**config.mk**
```make
export PLATFORM = sky130hd
export DESIGN_NAME = pc_sequencer
export DESIGN_NICKNAME = d
export VERILOG_FILES = /design/src/rtl/pc_seq_pkg.sv /design/src/rtl/pc_sequencer_ras.sv /design/src/rtl/pc_sequencer.sv
export SDC_FILE = /design/constraint.sdc
export NUM_CORES = 1
export LEC_CHECK = 0
export BUFFER_PORTS_ARGS = -buffer_cell sky130_fd_sc_hd__buf_2
export CAP_MARGIN = 20
export CELL_PAD_IN_SITES_DETAIL_PLACEMENT = 0
export CELL_PAD_IN_SITES_GLOBAL_PLACEMENT = 1
export CORE_ASPECT_RATIO = 1.5
export CORE_UTILIZATION = 45
export CTS_CLUSTER_SIZE = 12
export DETAILED_ROUTE_END_ITERATION = 12
export GPL_ROUTABILITY_DRIVEN = 0
export HOLD_SLACK_MARGIN = 0.06
export PLACE_DENSITY = 0.76
export SYNTH_ARGS = -nofsm -noshare
export SYNTH_HDL_FRONTEND = slang
export SYNTH_SLANG_ARGS = --single-unit
```
**constraint.sdc**
```tcl
create_clock -name clk -period 5.6 [get_ports clk]
set_input_delay 0.56 -clock clk [delete_from_list [all_inputs] [get_ports clk]]
set_output_delay 0.56 -clock clk [all_outputs]
set_load 0.03 [all_outputs]
```
**src/rtl/pc_seq_pkg.sv**
```systemverilog
// Shared definitions for the program-counter sequencer: parameter defaults,
// FSM state encoding and the redirect-source selector.
package pc_seq_pkg;

  localparam int PC_W_DEFAULT      = 12;
  localparam int RAS_DEPTH_DEFAULT = 4;

  typedef enum logic [1:0] {
    RUN,
    FLUSH,
    HALT
  } seq_state_t;

  typedef enum logic [2:0] {
    SRC_NONE,
    SRC_BR,
    SRC_RET,
    SRC_CALL,
    SRC_JMP
  } redir_src_t;

  // Fixed priority: EX-stage branch beats the ID-stage sources, and among those
  // ret > call > jmp. Losers are dropped entirely, including their stack effect.
  function automatic redir_src_t pick_source(input logic br, input logic rt,
                                             input logic cl, input logic jp);
    redir_src_t src;
    if (br)      src = SRC_BR;
    else if (rt) src = SRC_RET;
    else if (cl) src = SRC_CALL;
    else if (jp) src = SRC_JMP;
    else         src = SRC_NONE;
    return src;
  endfunction

endpackage

```
**src/rtl/pc_sequencer_ras.sv**
```systemverilog
// Return-address stack kept as a circular buffer: a push into a full stack
// silently overwrites the oldest entry, so recent call depth is preserved.
module ras_stack #(
  parameter int DEPTH = 4,
  parameter int W     = 12
) (
  input  logic         clk,
  input  logic         rst,
  input  logic         push,
  input  logic         pop,
  input  logic [W-1:0] push_data,
  output logic [W-1:0] top,
  output logic         empty,
  output logic         full
);

  localparam int PTR_W = (DEPTH > 1) ? $clog2(DEPTH) : 1;
  localparam int CNT_W = $clog2(DEPTH + 1);
  localparam logic [PTR_W-1:0] LAST_PTR = PTR_W'(DEPTH - 1);
  localparam logic [CNT_W-1:0] FULL_CNT = CNT_W'(DEPTH);

  logic [W-1:0]     r_mem [DEPTH];
  logic [PTR_W-1:0] r_wr_ptr;
  logic [CNT_W-1:0] r_count;
  logic [PTR_W-1:0] w_top_ptr;

  // Top of stack sits one slot behind the write pointer, wrapping at DEPTH.
  always_comb begin
    w_top_ptr = (r_wr_ptr == '0) ? LAST_PTR : r_wr_ptr - PTR_W'(1);
    top       = r_mem[w_top_ptr];
    empty     = (r_count == '0);
    full      = (r_count == FULL_CNT);
  end

  // Entry storage carries no reset; stale contents are unreachable once count is cleared.
  always_ff @(posedge clk) begin
    if (push) r_mem[r_wr_ptr] <= push_data;
  end

  // Pointer and occupancy tracking; a push when full keeps the count saturated.
  always_ff @(posedge clk) begin
    if (rst) begin
      r_wr_ptr <= '0;
      r_count  <= '0;
    end else if (push) begin
      r_wr_ptr <= (r_wr_ptr == LAST_PTR) ? '0 : r_wr_ptr + PTR_W'(1);
      if (!full) r_count <= r_count + CNT_W'(1);
    end else if (pop && !empty) begin
      r_wr_ptr <= w_top_ptr;
      r_count  <= r_count - CNT_W'(1);
    end
  end

endmodule

```
**src/rtl/pc_sequencer.sv**
```systemverilog
// Fetch program-counter sequencer: pc register, RUN/FLUSH/HALT control FSM,
// redirect target mux and return-address stack bookkeeping.
module pc_sequencer
  import pc_seq_pkg::*;
#(
  parameter int              PC_W      = PC_W_DEFAULT,
  parameter int              RAS_DEPTH = RAS_DEPTH_DEFAULT,
  parameter logic [PC_W-1:0] RESET_PC  = '0
) (
  input  logic            clk,
  input  logic            rst,
  input  logic            stall,
  input  logic            halt,
  input  logic            resume,
  input  logic            br_taken,
  input  logic [PC_W-1:0] br_target,
  input  logic            jmp,
  input  logic            call,
  input  logic            ret,
  input  logic [PC_W-1:0] id_target,
  output logic [PC_W-1:0] pc,
  output logic            fetch_valid,
  output logic            flush,
  output logic            ras_ovf,
  output logic            ras_unf
);

  seq_state_t      r_state, w_state_next;
  redir_src_t      w_src;
  logic [PC_W-1:0] r_pc, w_pc_next, w_pc_inc, w_target, w_ras_top;
  logic            w_push, w_pop, w_ras_empty, w_ras_full;
  logic            r_ovf, r_unf, w_unf_next;

  ras_stack #(
    .DEPTH(RAS_DEPTH),
    .W    (PC_W)
  ) u_ras (
    .clk      (clk),
    .rst      (rst),
    .push     (w_push),
    .pop      (w_pop),
    .push_data(w_pc_inc),
    .top      (w_ras_top),
    .empty    (w_ras_empty),
    .full     (w_ras_full)
  );

  // Select the highest-priority redirect and its target; an empty-stack ret falls back to RESET_PC.
  always_comb begin
    w_src    = pick_source(br_taken, ret, call, jmp);
    w_pc_inc = r_pc + PC_W'(1);
    case (w_src)
      SRC_BR:            w_target = br_target;
      SRC_RET:           w_target = w_ras_empty ? RESET_PC : w_ras_top;
      SRC_CALL, SRC_JMP: w_target = id_target;
      default:           w_target = r_pc;
    endcase
  end

  // Next-state, next-pc and stack control; redirects are only honoured in RUN.
  always_comb begin
    w_state_next = r_state;
    w_pc_next    = r_pc;
    w_push       = 1'b0;
    w_pop        = 1'b0;
    w_unf_next   = 1'b0;
    fetch_valid  = 1'b0;
    flush        = 1'b0;
    case (r_state)
      RUN: begin
        fetch_valid = 1'b1;
        if (w_src != SRC_NONE) begin
          w_pc_next    = w_target;
          w_state_next = FLUSH;
          w_push       = (w_src == SRC_CALL);
          w_pop        = (w_src == SRC_RET) && !w_ras_empty;
          w_unf_next   = (w_src == SRC_RET) && w_ras_empty;
        end else if (halt) begin
          w_state_next = HALT;
        end else if (!stall) begin
          w_pc_next = w_pc_inc;
        end
      end
      FLUSH: begin
        flush        = 1'b1;
        w_state_next = RUN;
      end
      HALT: begin
        if (resume) w_state_next = RUN;
      end
      default: w_state_next = RUN;
    endcase
  end

  // State, pc and status flags; overflow stays set until reset.
  always_ff @(posedge clk) begin
    if (rst) begin
      r_state <= RUN;
      r_pc    <= RESET_PC;
      r_ovf   <= 1'b0;
      r_unf   <= 1'b0;
    end else begin
      r_state <= w_state_next;
      r_pc    <= w_pc_next;
      r_unf   <= w_unf_next;
      if (w_push && w_ras_full) r_ovf <= 1'b1;
    end
  end

  assign pc      = r_pc;
  assign ras_ovf = r_ovf;
  assign ras_unf = r_unf;

endmodule

```
==> key figures <==
Synth
  • EDFF count, synth: 48
  • Proportion of netlist area held by the largest area contributor: 42.1%
  • Proportion of synthesized chip area in sequential cells: between 50% and 60%
  • Area of the mapped netlist: roughly 0.0034 mm²
  • Area leader, netlist: sky130_fd_sc_hd__edfxtp_1
  • Number of distinct library cells after synthesis: 55
  • Synthesis Warnings: 0
  • Synth Register Bits: roughly 70
  • Xor-xnor portion of the synthesized cell area: 2.82%
  • Area fraction in compound gates after synthesis: between 10 and 15%
  • Post-Syn Area per Cell: roughly 13 µm²
  • Combinational family with the most area after synthesis: compound AO/OA/AOI/OAI gates
  • Arithmetic-cell share of the synthesized area counting full adders, half adders and majority gates: 2.19%
  • Post-synthesis simple-gate area fraction: 13.4%
  • Synthesized net count: 310
  • Multiplexer area fraction after synthesis: 9.14%
  • Dominant synthesized flop cell: sky130_fd_sc_hd__edfxtp_1
  • Share of synthesized registers carrying an async set or reset: 0%
  • Largest cells by area after synthesis: sky130_fd_sc_hd__edfxtp_1, sky130_fd_sc_hd__dfxtp_1, sky130_fd_sc_hd__mux4_2, sky130_fd_sc_hd__a211oi_1, sky130_fd_sc_hd__xnor2_1
  • Post-synthesis instance total: between 200 and 300

STA
  • Final critical-path required period: 2.80 ns
  • Number of setup violations in the final report: 0
  • RSZ-0062 raised after global routing: false
  • Share of the clock period used by the worst path: 50.0%
  • Pins over their slew limit: 0
  • Final count of hold timing violations: 0
  • Sum of negative setup slack: 0 ns
  • Achievable Freq: 0.357 GHz
  • Transition time at the pin with the least slew margin: ~1.1 ns
  • Clk_skew: 0.0129 ns
  • Slew Limit Headroom: between 20% and 30%

GRT
  • GR Overflow Total: 0
  • First-pass GRT wire length: 13200 µm
  • Antenna violations before repair: 0
  • Total global-route track usage: 23.8%
  • Largest net degree at the start of global routing: 24
  • Via count of the first global-routing pass: 2492

Power and ir drop
  • Cell internal power dissipation: 0.000819 W
  • Share of total power in sequential cells: 52.7%
  • Switching pwr: 0.000307 W
  • Design Power: ~0.0011 W
  • Part of the total power dissipated in combinational logic: between 10% and 20%
  • Worst IR drop on VDD: 0.000199 V
  • Leakage component of the power: 1.39 nW
  • Clock network fraction of design power: between 30% and 40%
  • Power density over the cells: just under 300 mW/mm²
  • Net Sw Frac: 27.3%

Flow run
  • Max-capacitance violation count: 0

Cells and area
  • Final cell count without fillers: 420
  • Net count of the finished layout: 354
  • Diode count: 0
  • Proportion of layout cells with a drive suffix above 1: about 28%
  • Core Util, Final: between 50% and 60%
  • Synthesis-to-layout area growth: 13.4%

Clock tree
  • Deepest level of the CTS H-tree: 3
  • Num CTS Buffers: 9
  • Root buf cell: sky130_fd_sc_hd__clkbuf_8
  • Buffers inserted during post-CTS setup optimization: 0
  • Count of clock tree sinks: 69
  • Clk_lat worst skew: 0.35 ns
  • # resized after CTS: 0
  • Maximum buffer depth of the clock tree: 2
  • Clock tree from TritonCTS: done
  • Post-CTS Hold Buffers: 0
  • Clock transition at path regs: 0.07 ns

Worst setup path
  • Slowest cell on the critical path: sky130_fd_sc_hd__and2b_1
  • CP cell instances: inv_1, ha_1, and2b_1, mux4_2, a2111oi_1, a2111oi_2
  • Startpoint Class: flip-flop
  • Critical path capture point type: flip-flop
  • Critical path's top delay family: simple AND/OR/NAND/NOR gates
  • Required time worst endpoint: 5.82 ns
  • Longest individual stage delay on the worst path: 0.80 ns
  • Critical path origin: u_ras.r_wr_ptr[0]$_SDFFE_PP0P_
  • Top fanout value on the critical path: 12
  • Beginning of the worst register-to-register path: u_ras.r_wr_ptr[0]$_SDFFE_PP0P_
  • Buf+Inv Stages, Crit Path: 1
  • Number of cells on the worst reg-to-reg path: 6
  • Data arrival time of the worst path: 3.02 ns
  • Path length in cells of the critical path: 6
  • Worst setup path class: reg2reg

Route
  • Number of violations reported at the end of detailed-routing iteration 0: 192
  • Wire length per cell after detailed routing: between 20 and 25 µm
  • Pre-Repair DR Iteration Count: 4
  • Post-route antenna net violation count: 0
  • Number of remaining DRC errors: 0
  • Final wirelength: 8640 µm
  • Via count normalized by instance count: ~5.9
  • Via count: 2476

Status
  • Status: completed

Place
  • Port Buf Inserts: 48
  • Detailed-placement wirelength estimate: 5800 µm
  • Placed cells: 404

Floorplan
  • Core Region: 0.00727 mm²
  • Number of placement rows: 38
  • I/O pins: 49
  • Die Footprint: 0.00796 mm²
  • Initial Util: 47.0%
  • Die extent in y: 109 µm
  • Floorplan die width: between 70 and 80 µm

Hold path
  • Worst Min Path Start: br_target[6]
  • Cells on Worst Hold Path: 3
  • Worst min path class: in2reg
## through the flow
| step | hold slack [ns] | cell area, µm² | worst slack (ns) |
|---|---|---|---|
| 2_1_floorplan | 0.497 | 3420 | 3.23 |
| 3_3_place_gp | 0.445 | 3710 | 2.83 |
| 3_5_place_dp | 0.463 | 3710 | 2.75 |
| 4_1_cts | 0.460 | 3880 | 2.74 |
| 5_1_grt | 0.482 | 3880 | 2.56 |
| 6_report | 0.470 | 3880 | 2.80 |
## power groups by stage
stage | combinational (W) | clock, W | sequential, W
after floorplan | 0.000104 | 0 | 0.000614
after global placement | 0.000166 | 0 | 0.000604
after detailed placement | 0.000168 | 0 | 0.000604
after CTS | 0.000169 | 0.000367 | 0.000593
after global routing | 0.000182 | 0.000386 | 0.000597
final | 0.000168 | 0.000364 | 0.000594
## Yosys cell counts (3+ instances only)
library cell	count
sky130_fd_sc_hd__xnor2_1	9
sky130_fd_sc_hd__a211oi_1	16
sky130_fd_sc_hd__nor3_1	9
sky130_fd_sc_hd__dfxtp_1	21
sky130_fd_sc_hd__a2111oi_2	4
sky130_fd_sc_hd__nand3_1	7
sky130_fd_sc_hd__a221oi_1	3
sky130_fd_sc_hd__nor4_1	4
sky130_fd_sc_hd__ha_1	6
sky130_fd_sc_hd__clkbuf_1	9
sky130_fd_sc_hd__buf_2	3
sky130_fd_sc_hd__nor2_1	14
sky130_fd_sc_hd__nand2_1	11
sky130_fd_sc_hd__o21bai_1	3
sky130_fd_sc_hd__mux4_2	12
sky130_fd_sc_hd__a21oi_1	8
sky130_fd_sc_hd__edfxtp_1	48
sky130_fd_sc_hd__o21ai_0	7
sky130_fd_sc_hd__and3_1	8
sky130_fd_sc_hd__nand4_1	3
sky130_fd_sc_hd__and4_1	4
sky130_fd_sc_hd__and2_1	3
sky130_fd_sc_hd__a22o_1	5
sky130_fd_sc_hd__inv_1	8
sky130_fd_sc_hd__or3_1	3
## placed cells by master, fill, tap and decap left out, types with 3 or more instances in the layout
master / Yosys / layout
sky130_fd_sc_hd__nor4_1: 4 / 4
sky130_fd_sc_hd__ha_1: 6 / 6
sky130_fd_sc_hd__dfxtp_1: 21 / 21
sky130_fd_sc_hd__and3_1: 8 / 8
sky130_fd_sc_hd__clkbuf_1: 9 / 3
sky130_fd_sc_hd__nand3_1: 7 / 7
sky130_fd_sc_hd__clkbuf_8: 0 / 11
sky130_fd_sc_hd__buf_2: 3 / 48
sky130_fd_sc_hd__nand4_1: 3 / 3
sky130_fd_sc_hd__o21ai_0: 7 / 7
sky130_fd_sc_hd__nor2_1: 14 / 14
sky130_fd_sc_hd__a211oi_1: 16 / 16
sky130_fd_sc_hd__nand2_1: 11 / 11
sky130_fd_sc_hd__and2_1: 3 / 3
sky130_fd_sc_hd__and4_1: 4 / 4
sky130_fd_sc_hd__edfxtp_1: 48 / 48
sky130_fd_sc_hd__o21bai_1: 3 / 3
sky130_fd_sc_hd__a21oi_1: 8 / 8
sky130_fd_sc_hd__mux4_2: 12 / 12
sky130_fd_sc_hd__a22o_1: 5 / 5
sky130_fd_sc_hd__inv_1: 8 / 8
sky130_fd_sc_hd__a221oi_1: 3 / 3
sky130_fd_sc_hd__or3_1: 3 / 3
sky130_fd_sc_hd__a2111oi_2: 4 / 4
sky130_fd_sc_hd__nor3_1: 9 / 9
sky130_fd_sc_hd__xnor2_1: 9 / 9
## final cells by class
cell class / instances / area, µm²
fillers: 656 / 3390
flip-flops and latches: 69 / 1860
multi-input cells: 178 / 1450
repair buffers: 48 / 240
clock buffers: 14 / 163
well taps: 100 / 125
inverters: 9 / 33.8
clock inverters: 2 / 10.0
## flip-flops by register name (all words and copies together), names as in the netlist
signal,flops
u_ras.r_wr_ptr,2
pc,12
u_ras.r_mem,48
r_state,2
ras_unf,1
u_ras.r_count,3
ras_ovf,1
## logic make-up (layout without fill, tap and decap cells)
| family | count (synthesis) | count (layout) |
|---|---|---|
| simple gates | 81 | 81 |
| xor+xnor | 11 | 11 |
| compound gates | 64 | 64 |
| fa+ha+maj | 6 | 6 |
| mux | 16 | 16 |
| flops | 69 | 69 |
| buf+inv | 24 | 73 |
## layer usage
layer / up-vias / track usage, % / part of all wire (%)
li1: 1167 / - / -
met3: 10 / 4.44 / 4.8
met5: - / 0 / 0
met1: 1207 / 29.3 / 43
met4: 0 / 10.4 / 1.5
met2: 92 / 40.2 / 51
## worst min-delay path, cell delays in order
cell	delay [ns]
sky130_fd_sc_hd__buf_2	0.10
sky130_fd_sc_hd__nand2_1	0.06
sky130_fd_sc_hd__a211oi_1	0.06
## final timing paths
path                                              to  slack (ns)
worst max-delay path              pc[7]$_SDFFE_PP0P_        2.80
worst min-delay path              pc[6]$_SDFFE_PP0P_        0.47
worst max register to register    pc[7]$_SDFFE_PP0P_        2.80
worst min register to register  ras_ovf$_SDFFE_PP0P_        0.47
(Power assumes the default switching activity.)
